===== src/rtl/vending_ctrl_param_if.sv =====
`default_nettype none
// ============================================================================
// Module      : vending_ctrl_param_if
// Description : Front-end / back-end signal bundle of the vending controller.
//               The master side is the keypad, coin acceptor and restock
//               port; the slave side is the transaction controller.
// Revision    : 1.0 - initial release
// ============================================================================
interface vending_ctrl_param_if #(
  parameter int ID_W  = 4,
  parameter int VAL_W = 8
);
  // Front-end requests
  logic             id_typed;
  logic [ID_W-1:0]  id_in;
  logic [VAL_W-1:0] price_in;
  logic             coin_valid;
  logic [VAL_W-1:0] coin_val;
  logic             cancel;
  logic             restock;
  logic [ID_W-1:0]  restock_id;
  // Back-end results
  logic [ID_W-1:0]  sel_id;
  logic [VAL_W-1:0] credit;
  logic             release_product;
  logic             back_money;
  logic [VAL_W-1:0] change_val;
  logic [1:0]       error_code;
  logic [2:0]       state_now;

  modport master (
    output id_typed, id_in, price_in, coin_valid, coin_val, cancel,
           restock, restock_id,
    input  sel_id, credit, release_product, back_money, change_val,
           error_code, state_now
  );

  modport slave (
    input  id_typed, id_in, price_in, coin_valid, coin_val, cancel,
           restock, restock_id,
    output sel_id, credit, release_product, back_money, change_val,
           error_code, state_now
  );
endinterface
`default_nettype wire


===== src/rtl/vending_ctrl_param.sv =====
`default_nettype none
// ============================================================================
// Module      : vending_ctrl_param
// Description : Parametrised vending transaction controller. Validates a
//               keyed product ID, accumulates coins with saturation, then
//               dispenses with change or refunds, holding each result for
//               SHOW_CYC cycles. Keeps a saturating stock count per product.
// Revision    : 1.0 - initial release
// ============================================================================
module vending_ctrl_param #(
  parameter int NUM_PRODUCTS = 10,
  parameter int ID_W         = 4,
  parameter int VAL_W        = 8,
  parameter int STOCK_W      = 4,
  parameter int INIT_STOCK   = 5,
  parameter int TIMEOUT_CYC  = 1000,
  parameter int SHOW_CYC     = 8
) (
  input  logic                clk,
  input  logic                rst,
  vending_ctrl_param_if.slave bus
);

  localparam int TMR_W = $clog2(TIMEOUT_CYC + 1);
  localparam int SHW_W = (SHOW_CYC > 1) ? $clog2(SHOW_CYC) : 1;

  typedef enum logic [2:0] {
    S_IDLE      = 3'b000,
    S_VALIDATE  = 3'b001,
    S_COLLECT   = 3'b010,
    S_ALL_OK    = 3'b011,
    S_ERR_ID    = 3'b100,
    S_ERR_MONEY = 3'b101,
    S_ERR_STOCK = 3'b110
  } state_t;

  state_t             r_state, w_state_nxt;
  logic [ID_W-1:0]    r_sel_id, w_sel_id_nxt;
  logic [VAL_W-1:0]   r_credit, w_credit_nxt;
  logic [VAL_W-1:0]   r_price, w_price_nxt;
  logic [VAL_W-1:0]   r_change, w_change_nxt;
  logic               r_release, w_release_nxt;
  logic               r_back, w_back_nxt;
  logic [1:0]         r_err, w_err_nxt;
  logic [TMR_W-1:0]   r_timer, w_timer_nxt;
  logic [SHW_W-1:0]   r_show, w_show_nxt;
  logic               w_dispense;

  logic [STOCK_W-1:0] r_stock [NUM_PRODUCTS];
  logic [STOCK_W-1:0] w_sel_stock;
  logic [NUM_PRODUCTS-1:0] w_inc, w_dec;

  logic [VAL_W-1:0]   w_coin;
  logic [VAL_W:0]     w_sum;
  logic [VAL_W-1:0]   w_nc;
  logic [VAL_W-1:0]   w_paid_change;
  logic               w_bad_id;

  // Credit after this cycle's coin, pinned at full scale instead of wrapping
  assign w_coin        = bus.coin_valid ? bus.coin_val : '0;
  assign w_sum         = {1'b0, r_credit} + {1'b0, w_coin};
  assign w_nc          = w_sum[VAL_W] ? '1 : w_sum[VAL_W-1:0];
  assign w_paid_change = w_nc - r_price;
  // Extra bit so the compare stays correct when NUM_PRODUCTS == 2^ID_W
  assign w_bad_id      = ({1'b0, r_sel_id} >= (ID_W+1)'(NUM_PRODUCTS));

  // Per-slot restock/dispense strobes and stock lookup for the selected ID
  always_comb begin
    w_sel_stock = '0;
    w_inc       = '0;
    w_dec       = '0;
    for (int i = 0; i < NUM_PRODUCTS; i++) begin
      w_inc[i] = bus.restock && (bus.restock_id == ID_W'(i));
      w_dec[i] = w_dispense && (r_sel_id == ID_W'(i));
      if (r_sel_id == ID_W'(i)) w_sel_stock = r_stock[i];
    end
  end

  // Next-state and next-output logic of the transaction sequencer
  always_comb begin
    w_state_nxt   = r_state;
    w_sel_id_nxt  = r_sel_id;
    w_credit_nxt  = r_credit;
    w_price_nxt   = r_price;
    w_change_nxt  = r_change;
    w_release_nxt = r_release;
    w_back_nxt    = r_back;
    w_err_nxt     = r_err;
    w_timer_nxt   = r_timer;
    w_show_nxt    = r_show;
    w_dispense    = 1'b0;
    case (r_state)
      S_IDLE: begin
        if (bus.id_typed) begin
          w_sel_id_nxt = bus.id_in;
          w_state_nxt  = S_VALIDATE;
        end
      end
      S_VALIDATE: begin
        w_show_nxt = SHW_W'(SHOW_CYC - 1);
        if (w_bad_id) begin
          w_state_nxt  = S_ERR_ID;
          w_err_nxt    = 2'd1;
          w_change_nxt = '0;
          w_back_nxt   = 1'b0;
        end else if (w_sel_stock == '0) begin
          w_state_nxt  = S_ERR_STOCK;
          w_err_nxt    = 2'd2;
          w_change_nxt = '0;
          w_back_nxt   = 1'b0;
        end else begin
          w_state_nxt  = S_COLLECT;
          w_price_nxt  = bus.price_in;
          w_credit_nxt = '0;
          w_timer_nxt  = TMR_W'(TIMEOUT_CYC);
        end
      end
      S_COLLECT: begin
        w_credit_nxt = w_nc;
        w_show_nxt   = SHW_W'(SHOW_CYC - 1);
        if (bus.coin_valid)
          w_timer_nxt = TMR_W'(TIMEOUT_CYC);
        else if (r_timer != '0)
          w_timer_nxt = r_timer - 1'b1;
        if (bus.cancel) begin
          // A coin arriving with the cancel is returned along with the rest
          w_state_nxt  = S_ERR_MONEY;
          w_change_nxt = w_nc;
          w_back_nxt   = (w_nc != '0);
          w_err_nxt    = 2'd3;
        end else if (w_nc >= r_price) begin
          w_state_nxt   = S_ALL_OK;
          w_change_nxt  = w_paid_change;
          w_back_nxt    = (w_paid_change != '0);
          w_release_nxt = 1'b1;
          w_dispense    = 1'b1;
        end else if (!bus.coin_valid && (r_timer <= TMR_W'(1))) begin
          w_state_nxt  = S_ERR_MONEY;
          w_change_nxt = r_credit;
          w_back_nxt   = (r_credit != '0);
          w_err_nxt    = 2'd3;
        end
      end
      S_ALL_OK, S_ERR_ID, S_ERR_MONEY, S_ERR_STOCK: begin
        if (r_show == '0) begin
          w_state_nxt   = S_IDLE;
          w_credit_nxt  = '0;
          w_change_nxt  = '0;
          w_err_nxt     = 2'd0;
          w_release_nxt = 1'b0;
          w_back_nxt    = 1'b0;
        end else begin
          w_show_nxt = r_show - 1'b1;
        end
      end
      default: w_state_nxt = S_IDLE;
    endcase
  end

  // Sequencer state, timers and registered outputs
  always_ff @(posedge clk or posedge rst) begin
    if (rst) begin
      r_state   <= S_IDLE;
      r_sel_id  <= '0;
      r_credit  <= '0;
      r_price   <= '0;
      r_change  <= '0;
      r_release <= 1'b0;
      r_back    <= 1'b0;
      r_err     <= 2'd0;
      r_timer   <= '0;
      r_show    <= '0;
    end else begin
      r_state   <= w_state_nxt;
      r_sel_id  <= w_sel_id_nxt;
      r_credit  <= w_credit_nxt;
      r_price   <= w_price_nxt;
      r_change  <= w_change_nxt;
      r_release <= w_release_nxt;
      r_back    <= w_back_nxt;
      r_err     <= w_err_nxt;
      r_timer   <= w_timer_nxt;
      r_show    <= w_show_nxt;
    end
  end

  // Stock counters: saturating restock, dispense on ALL_OK entry, both cancel
  always_ff @(posedge clk or posedge rst) begin
    if (rst) begin
      for (int i = 0; i < NUM_PRODUCTS; i++)
        r_stock[i] <= STOCK_W'(INIT_STOCK);
    end else begin
      for (int i = 0; i < NUM_PRODUCTS; i++) begin
        if (w_inc[i] && !w_dec[i]) begin
          if (r_stock[i] != '1) r_stock[i] <= r_stock[i] + 1'b1;
        end else if (w_dec[i] && !w_inc[i]) begin
          r_stock[i] <= r_stock[i] - 1'b1;
        end
      end
    end
  end

  assign bus.sel_id          = r_sel_id;
  assign bus.credit          = r_credit;
  assign bus.release_product = r_release;
  assign bus.back_money      = r_back;
  assign bus.change_val      = r_change;
  assign bus.error_code      = r_err;
  assign bus.state_now       = r_state;

endmodule
`default_nettype wire


===== src/flat_wrapper.sv =====
// flat-port wrapper written by rule: the top's interface ports become plain ports
module vending_ctrl_param_flat 
#(
  parameter int NUM_PRODUCTS = 10,
  parameter int ID_W         = 4,
  parameter int VAL_W        = 8,
  parameter int STOCK_W      = 4,
  parameter int INIT_STOCK   = 5,
  parameter int TIMEOUT_CYC  = 1000,
  parameter int SHOW_CYC     = 8
)
  (clk, rst, bus_id_typed, bus_id_in, bus_price_in, bus_coin_valid, bus_coin_val, bus_cancel, bus_restock, bus_restock_id, bus_sel_id, bus_credit, bus_release_product, bus_back_money, bus_change_val, bus_error_code, bus_state_now);
  vending_ctrl_param_if #(.ID_W(ID_W), .VAL_W(VAL_W)) bus_i ();
  input  logic clk;
  input  logic rst;
  input wire logic [$bits(bus_i.id_typed)-1:0] bus_id_typed;
  input wire logic [$bits(bus_i.id_in)-1:0] bus_id_in;
  input wire logic [$bits(bus_i.price_in)-1:0] bus_price_in;
  input wire logic [$bits(bus_i.coin_valid)-1:0] bus_coin_valid;
  input wire logic [$bits(bus_i.coin_val)-1:0] bus_coin_val;
  input wire logic [$bits(bus_i.cancel)-1:0] bus_cancel;
  input wire logic [$bits(bus_i.restock)-1:0] bus_restock;
  input wire logic [$bits(bus_i.restock_id)-1:0] bus_restock_id;
  output wire logic [$bits(bus_i.sel_id)-1:0] bus_sel_id;
  output wire logic [$bits(bus_i.credit)-1:0] bus_credit;
  output wire logic [$bits(bus_i.release_product)-1:0] bus_release_product;
  output wire logic [$bits(bus_i.back_money)-1:0] bus_back_money;
  output wire logic [$bits(bus_i.change_val)-1:0] bus_change_val;
  output wire logic [$bits(bus_i.error_code)-1:0] bus_error_code;
  output wire logic [$bits(bus_i.state_now)-1:0] bus_state_now;
  assign bus_i.id_typed = bus_id_typed;
  assign bus_i.id_in = bus_id_in;
  assign bus_i.price_in = bus_price_in;
  assign bus_i.coin_valid = bus_coin_valid;
  assign bus_i.coin_val = bus_coin_val;
  assign bus_i.cancel = bus_cancel;
  assign bus_i.restock = bus_restock;
  assign bus_i.restock_id = bus_restock_id;
  assign bus_sel_id = bus_i.sel_id;
  assign bus_credit = bus_i.credit;
  assign bus_release_product = bus_i.release_product;
  assign bus_back_money = bus_i.back_money;
  assign bus_change_val = bus_i.change_val;
  assign bus_error_code = bus_i.error_code;
  assign bus_state_now = bus_i.state_now;
  vending_ctrl_param #(.NUM_PRODUCTS(NUM_PRODUCTS), .ID_W(ID_W), .VAL_W(VAL_W), .STOCK_W(STOCK_W), .INIT_STOCK(INIT_STOCK), .TIMEOUT_CYC(TIMEOUT_CYC), .SHOW_CYC(SHOW_CYC)) u_core (.clk(clk), .rst(rst), .bus(bus_i));
endmodule

===== config.mk =====
export PLATFORM = sky130hd
export DESIGN_NAME = vending_ctrl_param_flat
export DESIGN_NICKNAME = d
export VERILOG_FILES = /design/src/rtl/vending_ctrl_param_if.sv /design/src/rtl/vending_ctrl_param.sv /design/src/flat_wrapper.sv
export SDC_FILE = /design/constraint.sdc
export NUM_CORES = 1
export LEC_CHECK = 0
export ABC_AREA = 1
export CELL_PAD_IN_SITES_DETAIL_PLACEMENT = 0
export CELL_PAD_IN_SITES_GLOBAL_PLACEMENT = 2
export CORE_MARGIN = 1
export CORE_UTILIZATION = 38
export CTS_BUF_LIST = sky130_fd_sc_hd__clkbuf_4 sky130_fd_sc_hd__clkbuf_8
export DETAILED_ROUTE_END_ITERATION = 10
export PLACE_DENSITY = 0.95
export SLEW_MARGIN = 20
export SYNTH_ARGS = -nofsm -noshare
export SYNTH_HDL_FRONTEND = slang
export SYNTH_SLANG_ARGS = --single-unit

===== constraint.sdc =====
create_clock -name clk -period 9.9 [get_ports clk]
set_input_delay 1.98 -clock clk [delete_from_list [all_inputs] [get_ports clk]]
set_output_delay 1.98 -clock clk [all_outputs]
set_load 0.02 [all_outputs]

==> flow_metrics.env <==
export IMPL_syn_avg_cell_area_sq_um=7.51
export IMPL_clockBufferDepth=2
export IMPL_synth_edff_count=0
export IMPL_cts_tree="yes"
export IMPL_routed_wl_mm=15.8
export IMPL_finalHoldViolations=0
export IMPL_yosys_area_share_simple=0.300
export IMPL_die_area_sq_mm=0.0174
export IMPL_gp_congestion=0.911
export IMPL_fin_crit_ns=6.82
export IMPL_antenna_left=0
export IMPL_drt_first_iter_violations=354
export IMPL_drive_gt1_frac=0.0720
export IMPL_grt_overflow=0
export IMPL_ys_warnings_count=0
export IMPL_cp_max_fo=18
export IMPL_synth_top_family_by_area="simple AND/OR/NAND/NOR gates"
export IMPL_worst_setup_path_end_kind="flip-flop"
export IMPL_holdCritPathClass="reg2reg"
export IMPL_num_nets_final=994
export IMPL_power_density_mw_per_mm2=333
export IMPL_drc=0
export IMPL_path_clk_slew_ns=0.09
export IMPL_final_util=0.448
export IMPL_period_share=0.689
export IMPL_die_h_um=132
export IMPL_initial_core_util=0.387
export IMPL_ys_async_sr_fraction=1.00
export IMPL_cp_start_kind="primary input"
export IMPL_max_freq_mhz=147
export IMPL_p_leak_nw=3.68
export IMPL_outcome="complete, no violations"
export IMPL_cap_viol_max_count=0
export IMPL_first_pass_iters=5
export IMPL_finalHoldWorstSlack_ns=0.478
export IMPL_maxSlewHeadroom=0.401
export IMPL_viasPerCell=4.93
export IMPL_finalSetupTns_ns=0
export IMPL_ys_types=44
export IMPL_worst_pin_slew_ns=0.898
export IMPL_track_usage=0.192
export IMPL_dp_cells=1121
export IMPL_synth_flop_cell="dfrtp_1"
export IMPL_cts_num_sinks=88
export IMPL_synth_seq_area_share=0.348
export IMPL_clock_latency_ns=0.39
export IMPL_power_w=0.00246
export IMPL_ioPinCount=57
export IMPL_antenna_cells=0
export IMPL_post_cts_resized=0
export IMPL_core_area_sq_mm=0.0165
export IMPL_setup_viol=0
export IMPL_htreeDepth=3
export IMPL_dieWidth_um=132
export IMPL_final_cells=1137
export IMPL_grt_pass1_vias=5333
export IMPL_io_buffers=56
export IMPL_slew_violations=0
export IMPL_grt_max_degree=69
export IMPL_syn_to_final_growth_pct=15.5
export IMPL_fin_skew_ns=0.0150
export IMPL_rows=47
export IMPL_synth_fp_nets=935
export IMPL_vias=5610
export IMPL_grt_pass1_wl_mm=26.7
export IMPL_synth_seq_cells=88
export IMPL_hold_buffers=0
export IMPL_rsz0062_at_grt="no"
export IMPL_netlist_instances=853
export IMPL_numCtsBuffers=9
export IMPL_critical_path_arrival_ns=7.09
export IMPL_synth_xor_area_share=0.0451
export IMPL_post_cts_buffers=0
export IMPL_syn_area_sq_mm=0.00640
export IMPL_synth_compound_area_frac=0.116
export IMPL_antenna_found_initial=0
export IMPL_post_drt_wl_per_cell_um=13.9
export IMPL_critical_path_class="in2reg"
export IMPL_clock_tree_root_cell="clkbuf_8"
export IMPL_crit_required_ns=10.18
export IMPL_dp_hpwl_mm=12.0
export IMPL_vdd_drop_max_mv=0.133
export IMPL_synth_fa_ha_area_frac=0.116
export IMPL_muxShareOfSynthArea=0
-- cell usage after synthesis, types with 2 or more instances --
library cell,instances,area share
nand2_1,219,0.13
inv_1,111,0.065
nor2_1,74,0.043
dfrtp_1,68,0.27
nand3_1,55,0.043
ha_1,40,0.078
nand4_1,40,0.039
o21ai_0,37,0.029
a21oi_1,34,0.027
xor2_1,21,0.029
dfstp_2,20,0.082
o21ai_1,13,0.010
fa_1,12,0.038
xnor2_1,12,0.016
a21o_1,11,0.013
nor3_1,9,0.0070
o21ai_2,8,0.011
a31oi_1,7,0.0068
buf_2,5,0.0039
nor4_1,5,0.0049
or2_1,5,0.0049
or2_2,5,0.0049
clkbuf_1,4,0.0023
nand2_2,4,0.0039
nand3b_1,4,0.0047
o211ai_1,4,0.0047
nand3_2,3,0.0047
o21bai_1,3,0.0035
or2_0,3,0.0029
a211oi_1,2,0.0023
inv_2,2,0.0012
-- per-stage QoR --
stage | worst slack [ns] | instance area, sq um
after global routing | 2.44 | 7400
after CTS | 3.08 | 7400
after global placement | 2.82 | 7210
final | 3.08 | 7400
after detailed placement | 2.74 | 7210
after floorplan | 4.00 | 6400
-- sequential cells by signal (all words and copies together), names as in the netlist --
signal / cells
u_core.r_show: 3
u_core.bus.credit: 8
u_core.bus.release_product: 1
u_core.bus.change_val: 8
u_core.bus.sel_id: 4
u_core.r_stock: 40
u_core.bus.back_money: 1
u_core.r_price: 8
u_core.r_timer: 10
u_core.bus.error_code: 2
u_core.bus.state_now: 3
-- layout by cell type (no fill, tap or decap), drive strengths merged --
cell           count
nor4               5
o41ai              1
nand4             40
dfstp             20
o31a               1
nor2              76
o21ai             58
fa                12
o2111a             1
buf                2
a31oi              7
nand2            224
nand3b             4
or2               13
a21o              11
clkbuf            14
o2111ai            1
ha                40
nand3             58
o221ai             1
inv              113
dfrtp             68
a22oi              1
o211ai             4
o31ai              1
clkdlybuf4s50     56
xnor2             12
clkinv             1
a211oi             2
nor3              10
xor2              21
o21bai             3
clkinvlp           2
a21oi             34
-- per-layer routing --
layer / track usage / vias up / wire [um]
met5: 0 / - / 0
met4: 0.0691 / 0 / 273
met3: 0.0238 / 20 / 411
met2: 0.281 / 81 / 6760
met1: 0.288 / 2570 / 8360
li1: - / 2939 / -
-- cell families after synthesis --
family	count (synthesis)
xor+xnor	33
compound gates	126
fa+ha+maj	52
flops	88
simple gates	430
buf+inv	124
-- power breakdown --
group	switching [W]	total [W]	leakage, nW	internal (W)
sequential	0.000208	0.000765	1.06	0.000557
clock	0.000141	0.000254	0.0932	0.000114
combinational	0.000893	0.00144	2.52	0.000550
total	0.00124	0.00246	3.68	0.00122
-- layout make-up --
type | count | area, sq um
clock buffers | 14 | 174
multi-input cells | 641 | 3700
inverters | 114 | 432
well taps | 220 | 275
clock inverters | 2 | 15.0
fillers | 1675 | 9130
flip-flops and latches | 88 | 2230
repair buffers | 58 | 576
-- path summary, 6_finish.rpt --
kind | start | endpoint | slack, ns | cells after the start
worst max-delay path | bus_coin_valid | u_core.r_stock[35]$_DFFE_PP0P_ | 3.08 | 26
worst min-delay path | u_core.r_show[0]$_DFFE_PP0P_ | u_core.r_show[0]$_DFFE_PP0P_ | 0.48 | 1
worst max register to register | u_core.bus.credit[0]$_DFFE_PP0P_ | u_core.r_stock[35]$_DFFE_PP0P_ | 5.05 | 23
worst min register to register | u_core.r_show[0]$_DFFE_PP0P_ | u_core.r_show[0]$_DFFE_PP0P_ | 0.48 | 1
max in group asynchronous | rst | u_core.r_stock[31]$_DFFE_PP0P_ | 6.78 | 3
min in group asynchronous | rst | u_core.r_stock[5]$_DFFE_PP0P_ | 1.88 | 2
-- worst max-delay path, cell delays in order --
cell	delay (ns)
clkdlybuf4s50_1	0.68
nand2_1	0.15
inv_1	0.05
ha_1	0.21
fa_1	0.43
nand3_1	0.11
nand3_1	0.10
a21oi_1	0.32
inv_1	0.16
nor2_1	0.20
inv_1	0.08
ha_1	0.37
nand2_1	0.09
o21ai_1	0.26
nand2_1	0.13
nand3_2	0.29
nand2_4	0.11
inv_4	0.15
nand2_2	0.07
nand2_1	0.15
ha_1	0.26
a21o_1	0.17
a21oi_1	0.16
or2_0	0.14
nand3_1	0.09
xnor2_1	0.14
(Power assumes the default switching activity.)
